`config.mk`:
```
export PLATFORM = sky130hd
export DESIGN_NAME = lsu_bus_sequencer_flat
export DESIGN_NICKNAME = d
export VERILOG_FILES = /design/src/rtl/lsu_pkg.sv /design/src/rtl/lsu_bus_sequencer_if.sv /design/src/rtl/lsu_lane_align.sv /design/src/rtl/lsu_bus_sequencer.sv /design/src/flat_wrapper.sv
export SDC_FILE = /design/constraint.sdc
export NUM_CORES = 1
export LEC_CHECK = 0
export CORE_AREA = 10 10 264 140
export CTS_CLUSTER_DIAMETER = 50
export DETAILED_ROUTE_END_ITERATION = 12
export DIE_AREA = 0 0 274 150
export MAX_ROUTING_LAYER = met4
export PLACE_DENSITY = 0.73
export SLEW_MARGIN = 20
export SYNTH_ARGS = -nofsm -noshare
export SYNTH_HDL_FRONTEND = slang
export SYNTH_SLANG_ARGS = --single-unit
```
`constraint.sdc`:
```
create_clock -name clk -period 2.8 [get_ports clk]
set_input_delay 0.56 -clock clk [delete_from_list [all_inputs] [get_ports clk]]
set_output_delay 0.56 -clock clk [all_outputs]
set_load 0.01 [all_outputs]
```
`src/rtl/lsu_pkg.sv`:
```
// Shared load/store sequencer types: FSM states, access-size encodings and the
// latched request payload.
package lsu_pkg;

  typedef enum logic [1:0] {IDLE, LO, HI, RESP} lsu_state_t;

  localparam logic [1:0] MEM_B = 2'b00;
  localparam logic [1:0] MEM_H = 2'b01;
  localparam logic [1:0] MEM_W = 2'b10;
  localparam logic [1:0] MEM_D = 2'b11;

  localparam int unsigned CNT_W = 16;

  // Request fields that must survive past the IDLE acceptance cycle
  typedef struct packed {
    logic        write;
    logic [1:0]  size;
    logic        uns;
    logic [1:0]  off;
    logic [31:0] wdata_hi;
  } lsu_req_t;

  function automatic logic is_aligned(input logic [1:0] size, input logic [2:0] addr);
    logic ok;
    case (size)
      MEM_B:   ok = 1'b1;
      MEM_H:   ok = (addr[0] == 1'b0);
      MEM_W:   ok = (addr[1:0] == 2'b00);
      default: ok = (addr == 3'b000);
    endcase
    return ok;
  endfunction

endpackage

```
`src/rtl/lsu_bus_sequencer_if.sv`:
```
// 32-bit request/acknowledge data-memory bus between the sequencer and the slave.
interface lsu_bus_sequencer_if #(
  parameter int unsigned ADDR_W = 64
);
  logic              bus_req;
  logic              bus_we;
  logic [ADDR_W-1:0] bus_addr;
  logic [31:0]       bus_wdata;
  logic [3:0]        bus_be;
  logic              bus_ack;
  logic [31:0]       bus_rdata;
  logic              bus_err;

  modport master (
    output bus_req, bus_we, bus_addr, bus_wdata, bus_be,
    input  bus_ack, bus_rdata, bus_err
  );

  modport slave (
    input  bus_req, bus_we, bus_addr, bus_wdata, bus_be,
    output bus_ack, bus_rdata, bus_err
  );
endinterface

```
`src/rtl/lsu_lane_align.sv`:
```
// Byte-lane placement for stores and lane extraction plus sign/zero extension
// for loads; purely combinational.
module lsu_lane_align
  import lsu_pkg::*;
(
  input  logic [1:0]  st_size,
  input  logic [1:0]  st_off,
  input  logic [31:0] st_data,
  output logic [3:0]  be,
  output logic [31:0] wdata,
  input  logic [1:0]  ld_size,
  input  logic [1:0]  ld_off,
  input  logic        ld_unsigned,
  input  logic [31:0] ld_data,
  output logic [63:0] ld_ext
);

  logic [31:0] shifted;

  always_comb begin
    case (st_size)
      MEM_B:   be = 4'b0001 << st_off;
      MEM_H:   be = 4'b0011 << st_off;
      default: be = 4'hF;
    endcase
    wdata = st_data << {st_off, 3'b000};
  end

  always_comb begin
    shifted = ld_data >> {ld_off, 3'b000};
    case (ld_size)
      MEM_B:   ld_ext = ld_unsigned ? 64'(shifted[7:0])  : {{56{shifted[7]}},  shifted[7:0]};
      MEM_H:   ld_ext = ld_unsigned ? 64'(shifted[15:0]) : {{48{shifted[15]}}, shifted[15:0]};
      MEM_W:   ld_ext = ld_unsigned ? 64'(shifted)       : {{32{shifted[31]}}, shifted};
      default: ld_ext = {32'h0, shifted};
    endcase
  end

endmodule

```
`src/rtl/lsu_bus_sequencer.sv`:
```
// Sequences core loads/stores onto a 32-bit req/ack bus, splitting doublewords
// into two beats and reporting misalignment, bus error and timeout.
module lsu_bus_sequencer
  import lsu_pkg::*;
#(
  parameter int unsigned TIMEOUT_CYCLES = 255,
  parameter int unsigned ADDR_W         = 64
) (
  input  logic              clk,
  input  logic              rst_n,
  input  logic              req_valid,
  input  logic              req_write,
  input  logic [1:0]        req_size,
  input  logic              req_unsigned,
  input  logic [ADDR_W-1:0] req_addr,
  input  logic [63:0]       req_wdata,
  output logic              busy,
  output logic              resp_valid,
  output logic [63:0]       resp_rdata,
  output logic              resp_fault,
  output logic              resp_misaligned,
  lsu_bus_sequencer_if.master bus
);

  localparam logic [CNT_W-1:0] CNT_LAST = CNT_W'(TIMEOUT_CYCLES - 1);

  lsu_state_t        state, state_n;
  lsu_req_t          rq;
  logic [31:0]       lo_word;
  logic [CNT_W-1:0]  cnt, cnt_n;

  logic              bus_req_q, bus_req_n, bus_we_q, bus_we_n;
  logic [ADDR_W-1:0] bus_addr_q, bus_addr_n;
  logic [31:0]       bus_wdata_q, bus_wdata_n;
  logic [3:0]        bus_be_q, bus_be_n;
  logic              resp_valid_n, resp_fault_n, resp_mis_n;
  logic [63:0]       resp_rdata_n;

  logic              req_aligned, accept, expire;
  logic [3:0]        st_be;
  logic [31:0]       st_wdata;
  logic [63:0]       ld_ext;

  assign req_aligned = is_aligned(req_size, req_addr[2:0]);
  assign accept      = (state == IDLE) && req_valid && req_aligned;
  assign expire      = !bus.bus_ack && (cnt == CNT_LAST);
  assign busy        = (state == LO) || (state == HI) || accept;

  assign bus.bus_req   = bus_req_q;
  assign bus.bus_we    = bus_we_q;
  assign bus.bus_addr  = bus_addr_q;
  assign bus.bus_wdata = bus_wdata_q;
  assign bus.bus_be    = bus_be_q;

  lsu_lane_align u_align (
    .st_size     (req_size),
    .st_off      (req_addr[1:0]),
    .st_data     (req_wdata[31:0]),
    .be          (st_be),
    .wdata       (st_wdata),
    .ld_size     (rq.size),
    .ld_off      (rq.off),
    .ld_unsigned (rq.uns),
    .ld_data     (bus.bus_rdata),
    .ld_ext      (ld_ext)
  );

  always_ff @(posedge clk or negedge rst_n) begin
    if (!rst_n) state <= IDLE;
    else        state <= state_n;
  end

  always_comb begin
    state_n = state;
    case (state)
      IDLE: if (req_valid) state_n = req_aligned ? LO : RESP;
      LO: begin
        if (bus.bus_ack) state_n = (rq.size == MEM_D && !bus.bus_err) ? HI : RESP;
        else if (expire) state_n = RESP;
      end
      HI:      if (bus.bus_ack || expire) state_n = RESP;
      default: state_n = IDLE;
    endcase
  end

  // Next values for the registered bus and response outputs
  always_comb begin
    bus_req_n    = bus_req_q;
    bus_we_n     = bus_we_q;
    bus_addr_n   = bus_addr_q;
    bus_wdata_n  = bus_wdata_q;
    bus_be_n     = bus_be_q;
    resp_valid_n = 1'b0;
    resp_fault_n = 1'b0;
    resp_mis_n   = 1'b0;
    resp_rdata_n = 64'h0;
    cnt_n        = cnt;
    case (state)
      IDLE: begin
        if (accept) begin
          bus_req_n   = 1'b1;
          bus_we_n    = req_write;
          bus_addr_n  = {req_addr[ADDR_W-1:2], 2'b00};
          bus_be_n    = st_be;
          bus_wdata_n = st_wdata;
          cnt_n       = '0;
        end else if (req_valid) begin
          resp_valid_n = 1'b1;
          resp_mis_n   = 1'b1;
        end
      end
      LO: begin
        if (bus.bus_ack) begin
          if (rq.size == MEM_D && !bus.bus_err) begin
            bus_addr_n  = bus_addr_q + ADDR_W'(4);
            bus_be_n    = 4'hF;
            bus_wdata_n = rq.wdata_hi;
            cnt_n       = '0;
          end else begin
            bus_req_n    = 1'b0;
            resp_valid_n = 1'b1;
            resp_fault_n = bus.bus_err;
            resp_rdata_n = (bus.bus_err || rq.write) ? 64'h0 : ld_ext;
          end
        end else if (expire) begin
          bus_req_n    = 1'b0;
          resp_valid_n = 1'b1;
          resp_fault_n = 1'b1;
        end else begin
          cnt_n = cnt + CNT_W'(1);
        end
      end
      HI: begin
        if (bus.bus_ack) begin
          bus_req_n    = 1'b0;
          resp_valid_n = 1'b1;
          resp_fault_n = bus.bus_err;
          resp_rdata_n = (bus.bus_err || rq.write) ? 64'h0 : {bus.bus_rdata, lo_word};
        end else if (expire) begin
          bus_req_n    = 1'b0;
          resp_valid_n = 1'b1;
          resp_fault_n = 1'b1;
        end else begin
          cnt_n = cnt + CNT_W'(1);
        end
      end
      default: ;
    endcase
  end

  always_ff @(posedge clk or negedge rst_n) begin
    if (!rst_n) begin
      bus_req_q       <= 1'b0;
      bus_we_q        <= 1'b0;
      bus_addr_q      <= '0;
      bus_wdata_q     <= 32'h0;
      bus_be_q        <= 4'h0;
      resp_valid      <= 1'b0;
      resp_fault      <= 1'b0;
      resp_misaligned <= 1'b0;
      resp_rdata      <= 64'h0;
      cnt             <= '0;
      rq              <= '0;
      lo_word         <= 32'h0;
    end else begin
      bus_req_q       <= bus_req_n;
      bus_we_q        <= bus_we_n;
      bus_addr_q      <= bus_addr_n;
      bus_wdata_q     <= bus_wdata_n;
      bus_be_q        <= bus_be_n;
      resp_valid      <= resp_valid_n;
      resp_fault      <= resp_fault_n;
      resp_misaligned <= resp_mis_n;
      resp_rdata      <= resp_rdata_n;
      cnt             <= cnt_n;
      if (accept) rq <= '{write: req_write, size: req_size, uns: req_unsigned,
                          off: req_addr[1:0], wdata_hi: req_wdata[63:32]};
      if (state == LO && bus.bus_ack) lo_word <= bus.bus_rdata;
    end
  end

endmodule
```
`src/flat_wrapper.sv`:
```
// flat-port wrapper written by rule: the top's interface ports become plain ports
module lsu_bus_sequencer_flat import lsu_pkg::*;
#(
  parameter int unsigned TIMEOUT_CYCLES = 255,
  parameter int unsigned ADDR_W         = 64
)
  (clk, rst_n, req_valid, req_write, req_size, req_unsigned, req_addr, req_wdata, busy, resp_valid, resp_rdata, resp_fault, resp_misaligned, bus_bus_req, bus_bus_we, bus_bus_addr, bus_bus_wdata, bus_bus_be, bus_bus_ack, bus_bus_rdata, bus_bus_err);
  lsu_bus_sequencer_if #(.ADDR_W(ADDR_W)) bus_i ();
  input  logic clk;
  input  logic rst_n;
  input  logic req_valid;
  input  logic req_write;
  input  logic [1:0] req_size;
  input  logic req_unsigned;
  input  logic [ADDR_W-1:0] req_addr;
  input  logic [63:0] req_wdata;
  output logic busy;
  output logic resp_valid;
  output logic [63:0] resp_rdata;
  output logic resp_fault;
  output logic resp_misaligned;
  output wire logic [$bits(bus_i.bus_req)-1:0] bus_bus_req;
  output wire logic [$bits(bus_i.bus_we)-1:0] bus_bus_we;
  output wire logic [$bits(bus_i.bus_addr)-1:0] bus_bus_addr;
  output wire logic [$bits(bus_i.bus_wdata)-1:0] bus_bus_wdata;
  output wire logic [$bits(bus_i.bus_be)-1:0] bus_bus_be;
  input wire logic [$bits(bus_i.bus_ack)-1:0] bus_bus_ack;
  input wire logic [$bits(bus_i.bus_rdata)-1:0] bus_bus_rdata;
  input wire logic [$bits(bus_i.bus_err)-1:0] bus_bus_err;
  assign bus_bus_req = bus_i.bus_req;
  assign bus_bus_we = bus_i.bus_we;
  assign bus_bus_addr = bus_i.bus_addr;
  assign bus_bus_wdata = bus_i.bus_wdata;
  assign bus_bus_be = bus_i.bus_be;
  assign bus_i.bus_ack = bus_bus_ack;
  assign bus_i.bus_rdata = bus_bus_rdata;
  assign bus_i.bus_err = bus_bus_err;
  lsu_bus_sequencer #(.TIMEOUT_CYCLES(TIMEOUT_CYCLES), .ADDR_W(ADDR_W)) u_core (.clk(clk), .rst_n(rst_n), .req_valid(req_valid), .req_write(req_write), .req_size(req_size), .req_unsigned(req_unsigned), .req_addr(req_addr), .req_wdata(req_wdata), .busy(busy), .resp_valid(resp_valid), .resp_rdata(resp_rdata), .resp_fault(resp_fault), .resp_misaligned(resp_misaligned), .bus(bus_i));
endmodule
```
==> results.json, run 1 <==
{
  "status": "completed",
  "grt_pass1_vias": 11731,
  "vias": 11944,
  "required_ps": 2240,
  "grt_util_all_layers": 0.237,
  "crit_arrival_ps": 2060,
  "cts_inserted_buffers": 25,
  "synth-seq-area-share": 0.500,
  "drc": 0,
  "yosys.cell_types.count": 67,
  "antenna_found_initial": 2,
  "syn_area_sq_um": 12800,
  "firstDrtPassIters": 5,
  "core-area_sq_um": 32400,
  "min_period_ps": 2620,
  "syn-instance-count": 1247,
  "crit_fanout": 7,
  "max_freq_ghz": 0.382,
  "drv_cap": 0,
  "ctsRootBufferMaster": "clkbuf_16",
  "final_common_cell": "clkdlybuf4s50_1",
  "drive_above_1_share": 0.150,
  "grt_overflow": 0,
  "dp.cells": 2019,
  "ys_ff_latch": 255,
  "final_cell_mix": "clkdlybuf4s50_1, dfrtp_1, nor2_1, mux2_2, nand2_1",
  "power_density_nw_per_um2": 1030,
  "cp-start-kind": "flop",
  "rsz0062_at_grt": "false",
  "slew-limit-headroom": 0.435,
  "synth_flop_cell": "dfrtp_1",
  "vias_per_cell": 5.79,
  "die_h_microns": 150,
  "period_share": 0.934,
  "yosysWarningCount": 0,
  "dieArea_sq_um": 41100,
  "nets": 1781,
  "cts_sinks": 255,
  "clockBufferDepth": 3,
  "htreeDepth": 1,
  "synthToLayoutAreaGrowth_pct": 40.0,
  "final-setup-viol-count": 0,
  "startpoint": "u_core.state[1]",
  "leakage_nw": 7.58,
  "ant_nets": 0,
  "worstSkewPairLatency_ps": 550,
  "synth_area_per_cell_sq_um": 10.2,
  "die-width_microns": 274,
  "place_ws_ps": -219,
  "fin_ws_ps": 185,
  "clk_pin_slew_ps": 60,
  "min_path_type": "in -> async",
  "drv_slew": 0,
  "cp-end-kind": "output port",
  "grt_pass1_wl_microns": 73800,
  "dp_hpwl_microns": 36900,
  "wl_per_cell_microns": 23.7,
  "cts_tree": "yes",
  "async_flop_share": 1.00,
  "vdd_drop_max_v": 0.000477,
  "max_slew.worst_pin.slew_ps": 844,
  "skew_ps": 25.1,
  "layoutNonFillerInstCount": 2064,
  "hold_viol_final": 0,
  "grt_max_degree": 73,
  "num_rows": 47,
  "drt-total-wl_microns": 48900,
  "io_pins": 339,
  "drt_iter0_markers": 1364,
  "io_buffers": 336,
  "synth_edf_count": 0,
  "start_util": 0.394,
  "r2r-start": "u_core.bus.bus_addr[35]",
  "gp_congestion": 0.937,
  "setup.worst_path.class": "reg -> out"
}
==> power breakdown <==
part | internal [W] | switching, W | total, W
registers | 0.00506 | 0.00133 | 0.00639
clock network | 0.00193 | 0.00151 | 0.00344
logic | 0.00410 | 0.00439 | 0.00849
total | 0.0111 | 0.00723 | 0.0183
==> sequential cells by signal, indices dropped and copies added, names as in the netlist <==
name,flops
u_core.resp_valid,1
u_core.bus.bus_addr,62
u_core.bus.bus_we,1
u_core.resp_misaligned,1
u_core.lo_word,32
u_core.resp_rdata,64
u_core.state,2
u_core.bus.bus_wdata,32
u_core.cnt,16
u_core.bus.bus_be,4
u_core.resp_fault,1
u_core.rq,38
u_core.bus.bus_req,1
==> critical path: stages, from the launching register on <==
cell	delay [ps]
dfrtp_1	430
inv_1	140
ha_2	270
nand2_1	90
a211o_2	320
nand2b_1	90
clkbuf_2	170
==> final cells by class <==
class / count / area (sq um)
Antenna cell: 2 / 5.00
Inverter: 16 / 60.1
Tap cell: 441 / 552
Timing Repair Buffer: 417 / 4080
Multi-Input combinational cell: 890 / 5980
Sequential cell: 255 / 6380
Clock inverter: 11 / 119
Clock buffer: 32 / 692
Fill cell: 2784 / 14500
==> cells in the mapped netlist (all sizes together), types with 3 or more instances <==
cell,count,area share
clkbuf,52,0.015
nor3b,3,0.0018
mux2,99,0.087
o21ai,64,0.025
or2,4,0.0020
a211oi,9,0.0053
dfrtp,255,0.50
and3,10,0.0049
nand2,94,0.028
xnor2,15,0.010
o21a,3,0.0018
a221o,27,0.021
inv,15,0.0044
a21o,40,0.024
a211o,4,0.0027
nand3,41,0.016
ha,7,0.0069
o22ai,29,0.014
a22oi,24,0.014
nor4,23,0.014
o211ai,12,0.0071
a32oi,7,0.0048
a21oi,50,0.020
a221oi,16,0.011
mux2i,37,0.029
nand4,20,0.0098
and4,11,0.0075
and2,7,0.0034
a31oi,9,0.0044
nand2b,4,0.0020
nor2b,21,0.010
or3,6,0.0029
buf,35,0.014
nor2,107,0.031
nor3,57,0.022
==> cells by family after synthesis <==
logic type,count (synthesis),synth area share
AO/OA/AOI/OAI,315,0.171
AND/OR/NAND/NOR,415,0.161
multiplexers,136,0.116
adder cells (fa/ha/maj),7,0.00686
other,1,0.000294
flip-flops,255,0.500
buffers and inverters,103,0.0342
XOR/XNOR,15,0.0103
==> metrics by stage <==
stage	hold slack, ps	utilization	TNS, ps	total power [W]	instance area [sq um]
CTS	18.8	0.551	0	0.0184	17900
floorplan	264	-	0	0.0106	12800
global placement	464	0.526	-2140	0.0146	17100
detailed placement	477	0.526	-4270	0.0149	17100
global route	20.6	0.551	0	0.0194	17900
finish	14.4	0.551	0	0.0183	17900
==> layer usage <==
layer / up-vias / wire, microns / GRT usage
li1: 5337 / - / -
met1: 6009 / 21900 / 0.328
met2: 527 / 21800 / 0.346
met3: 71 / 4020 / 0.0550
met4: 0 / 1210 / 0.0552
met5: - / 0 / -
==> final timing paths <==
check | to | slack, ps | depth (start not counted)
max | busy | 180 | 6
min | u_core.resp_rdata[28] | 10 | 1
max reg2reg | u_core.bus.bus_addr[59] | 210 | 6
min reg2reg | u_core.bus.bus_wdata[18] | 480 | 2
max in group asynchronous | u_core.bus.bus_wdata[6] | 2000 | 2
min in group clk | u_core.bus.bus_wdata[18] | 480 | 2
==> what timing repair did <==
item / 4_1_cts / 5_1_grt
endpoints found under the setup margin: 1 / 1
buffers inserted: 0 / 0
resized for setup: 3 / 1
hold buffers: 0 / 0
No activity file was read; power rests on OpenSTA's default activity.
==> run 2: changes to the inputs <==
- ABC_AREA: not set -> 1
- CORE_AREA: 10 10 264 140 -> 10 10 280 148
- DIE_AREA: 0 0 274 150 -> 0 0 290 158
- PLACE_DENSITY: 0.73 -> 0.72
- SLEW_MARGIN: 20 -> not set
==> results.json, run 2 <==
{
  "yosys.area.top_type": "dfrtp_1",
  "synth-seq-area-share": 0.443,
  "num_rows": 50,
  "tns_ps": 0,
  "core-area_sq_um": 36700,
  "fin_ws_ps": 143,
  "cts_sinks": 255,
  "swShare": 0.454,
  "firstDrtPassIters": 6,
  "hold_viol_final": 0,
  "utilization": 0.532,
  "drt-total-wl_microns": 67100,
  "yosys.cell_types.count": 46,
  "fillers": 3599,
  "setup.worst_path.class": "reg -> out",
  "power.switching_w": 0.00905,
  "synth_edf_count": 0,
  "clockBufferDepth": 3,
  "final_common_cell": "nand2_1",
  "period_share": 0.949,
  "max_freq_ghz": 0.376,
  "largest_register_ffs": 64,
  "grt_overflow": 0,
  "gp_congestion": 1.05,
  "critical-path-max-stage-delay_ps": 450,
  "power_density_nw_per_um2": 1020,
  "synth_flop_cell": "dfrtp_1",
  "worstSkewPairLatency_ps": 580,
  "place_ws_ps": 90.8,
  "start_util": 0.393,
  "cts_tree": "yes",
  "synthToLayoutAreaGrowth_pct": 35.4,
  "ctsRootBufferMaster": "clkbuf_16",
  "r2r-start": "u_core.bus.bus_addr[10]",
  "synth_area_per_cell_sq_um": 7.00,
  "rr_worst_depth": 9,
  "max_slew.worst_pin.slew_ps": 876,
  "ant_nets": 0,
  "yosysWarningCount": 0,
  "required_ps": 2240,
  "crit_fanout": 6,
  "p_int_w": 0.0109,
  "dieArea_sq_um": 45800,
  "skew_ps": 21.7,
  "worst_path_max_delay_cell": "dfrtp_1",
  "syn-instance-count": 2056,
  "htreeDepth": 1,
  "crit_arrival_ps": 2100,
  "leakage_nw": 8.81,
  "cts-hold-fix-buffers": 0,
  "rsz0062_at_grt": "false",
  "synth_area_leaders": "dfrtp_1, nand2_1, nor2_1",
  "status": "completed",
  "cp-end-kind": "output port",
  "async_flop_share": 1.00,
  "grt_max_degree": 91,
  "combPwrFrac": 0.489,
  "synth.most_common_cell": "nand2_1",
  "slew-limit-headroom": 0.411,
  "crit_cells": 7,
  "drc": 0,
  "grt_util_all_layers": 0.288,
  "r2r_setup_slack_ps": 250,
  "cp-start-kind": "flop",
  "dp_hpwl_microns": 52900,
  "post-cts-setup-buffers": 0,
  "io_pins": 339,
  "path_buf_inv": 3,
  "vias": 15783,
  "final-setup-viol-count": 0,
  "die-width_microns": 290,
  "synth_top_area_share": 0.443,
  "min_period_ps": 2660,
  "ys_ff_latch": 255,
  "drive_above_1_share": 0.0663,
  "grt_pass1_vias": 14578,
  "cp-endpoint": "busy",
  "regMostFlops": "u_core.resp_rdata",
  "ys_top_cells_by_count": "nand2_1, dfrtp_1, nor2_1, inv_1, o21ai_0",
  "layoutNonFillerInstCount": 2913,
  "cts_inserted_buffers": 28,
  "final_cell_mix": "nand2_1, clkdlybuf4s50_1, dfrtp_1, nor2_1, inv_1",
  "drv_slew": 0,
  "io_buffers": 336,
  "drt_iter0_markers": 2087,
  "nets": 2571,
  "grt_pass1_wl_microns": 97700,
  "drv_cap": 0,
  "antenna_found_initial": 6,
  "startpoint": "u_core.state[0]",
  "power.share.clock": 0.189,
  "r2r-end": "u_core.bus.bus_addr[48]",
  "min_path_type": "in -> async",
  "vias_per_cell": 5.42,
  "cts_resized": 2,
  "vdd_drop_max_v": 0.000651,
  "dp.cells": 2859,
  "syn_area_sq_um": 14400,
  "seqPwrFrac": 0.322,
  "wl_per_cell_microns": 23.0,
  "crit_chain": "inv_1 -> ha_2 -> nand2_1 -> inv_1 -> nand3_2 -> nand2_1 -> dlygate4sd2_1",
  "die_h_microns": 158,
  "total_power_w": 0.0200,
  "clk_pin_slew_ps": 70,
  "cpLargestDelayFamily": "buffers and inverters"
}
-- run 2: metrics by stage --
step	hold slack, ps	cell area, sq um
after global routing	65.0	19500
final	22.4	19500
after CTS	60.9	19500
after detailed placement	465	18600
after global placement	462	18600
after floorplan	264	14400
-- run 2: power by group through the flow --
stage	Combinational (W)	Clock (W)	Sequential [W]
6_report	0.00976	0.00377	0.00642
5_1_grt	0.0107	0.00394	0.00656
4_1_cts	0.00967	0.00379	0.00637
3_5_place_dp	0.00964	0	0.00642
3_3_place_gp	0.00951	0	0.00640
2_1_floorplan	0.00510	0	0.00627
-- run 2: layout make-up --
| cell class | instances | area [sq um] | share of cell area |
|---|---|---|---|
| antenna | 6 | 15.0 | 0.000770 |
| tap | 494 | 618 | 0.0317 |
| timing repair buffer | 408 | 4030 | 0.207 |
| sequential | 255 | 6380 | 0.327 |
| clock buffer | 38 | 810 | 0.0415 |
| clock inverter | 10 | 90.1 | 0.00462 |
| inverter | 163 | 617 | 0.0316 |
| multi-input combinational | 1539 | 6930 | 0.356 |
-- run 2: layer usage --
layer  track usage  vias up  wire length (microns)
met4        0.0602        0                   1280
met5             -        -                      0
met1         0.415     7582                  31200
met2         0.370      839                  26100
met3         0.108       84                   8480
li1              -     7278                      -
-- run 2: how the worst min path moves through the flow --
stage               slack (ps)                       end           from
floorplan                  260   u_core.bus.bus_addr[10]          rst_n
global placement           460              u_core.rq[5]   u_core.rq[5]
detailed placement         460             u_core.rq[19]  u_core.rq[19]
CTS                         60  u_core.bus.bus_wdata[18]          rst_n
global route                60  u_core.bus.bus_wdata[10]          rst_n
finish                      20  u_core.bus.bus_wdata[18]          rst_n
-- run 2: cells by family after synthesis --
group,Yosys count,share of synthesized area
compound gates,328,0.125
xor+xnor,23,0.0140
fa+ha+maj,7,0.00608
buf+inv,263,0.0779
flops,255,0.443
mux,3,0.00209
other cells,1,0.000260
simple gates,1176,0.331
==> run 3: changes to the inputs <==
- GPL_TIMING_DRIVEN: not set -> 1
==> results of run 3 <==
Same layout as run 2: the final DEF is identical, and so are final timing and power.
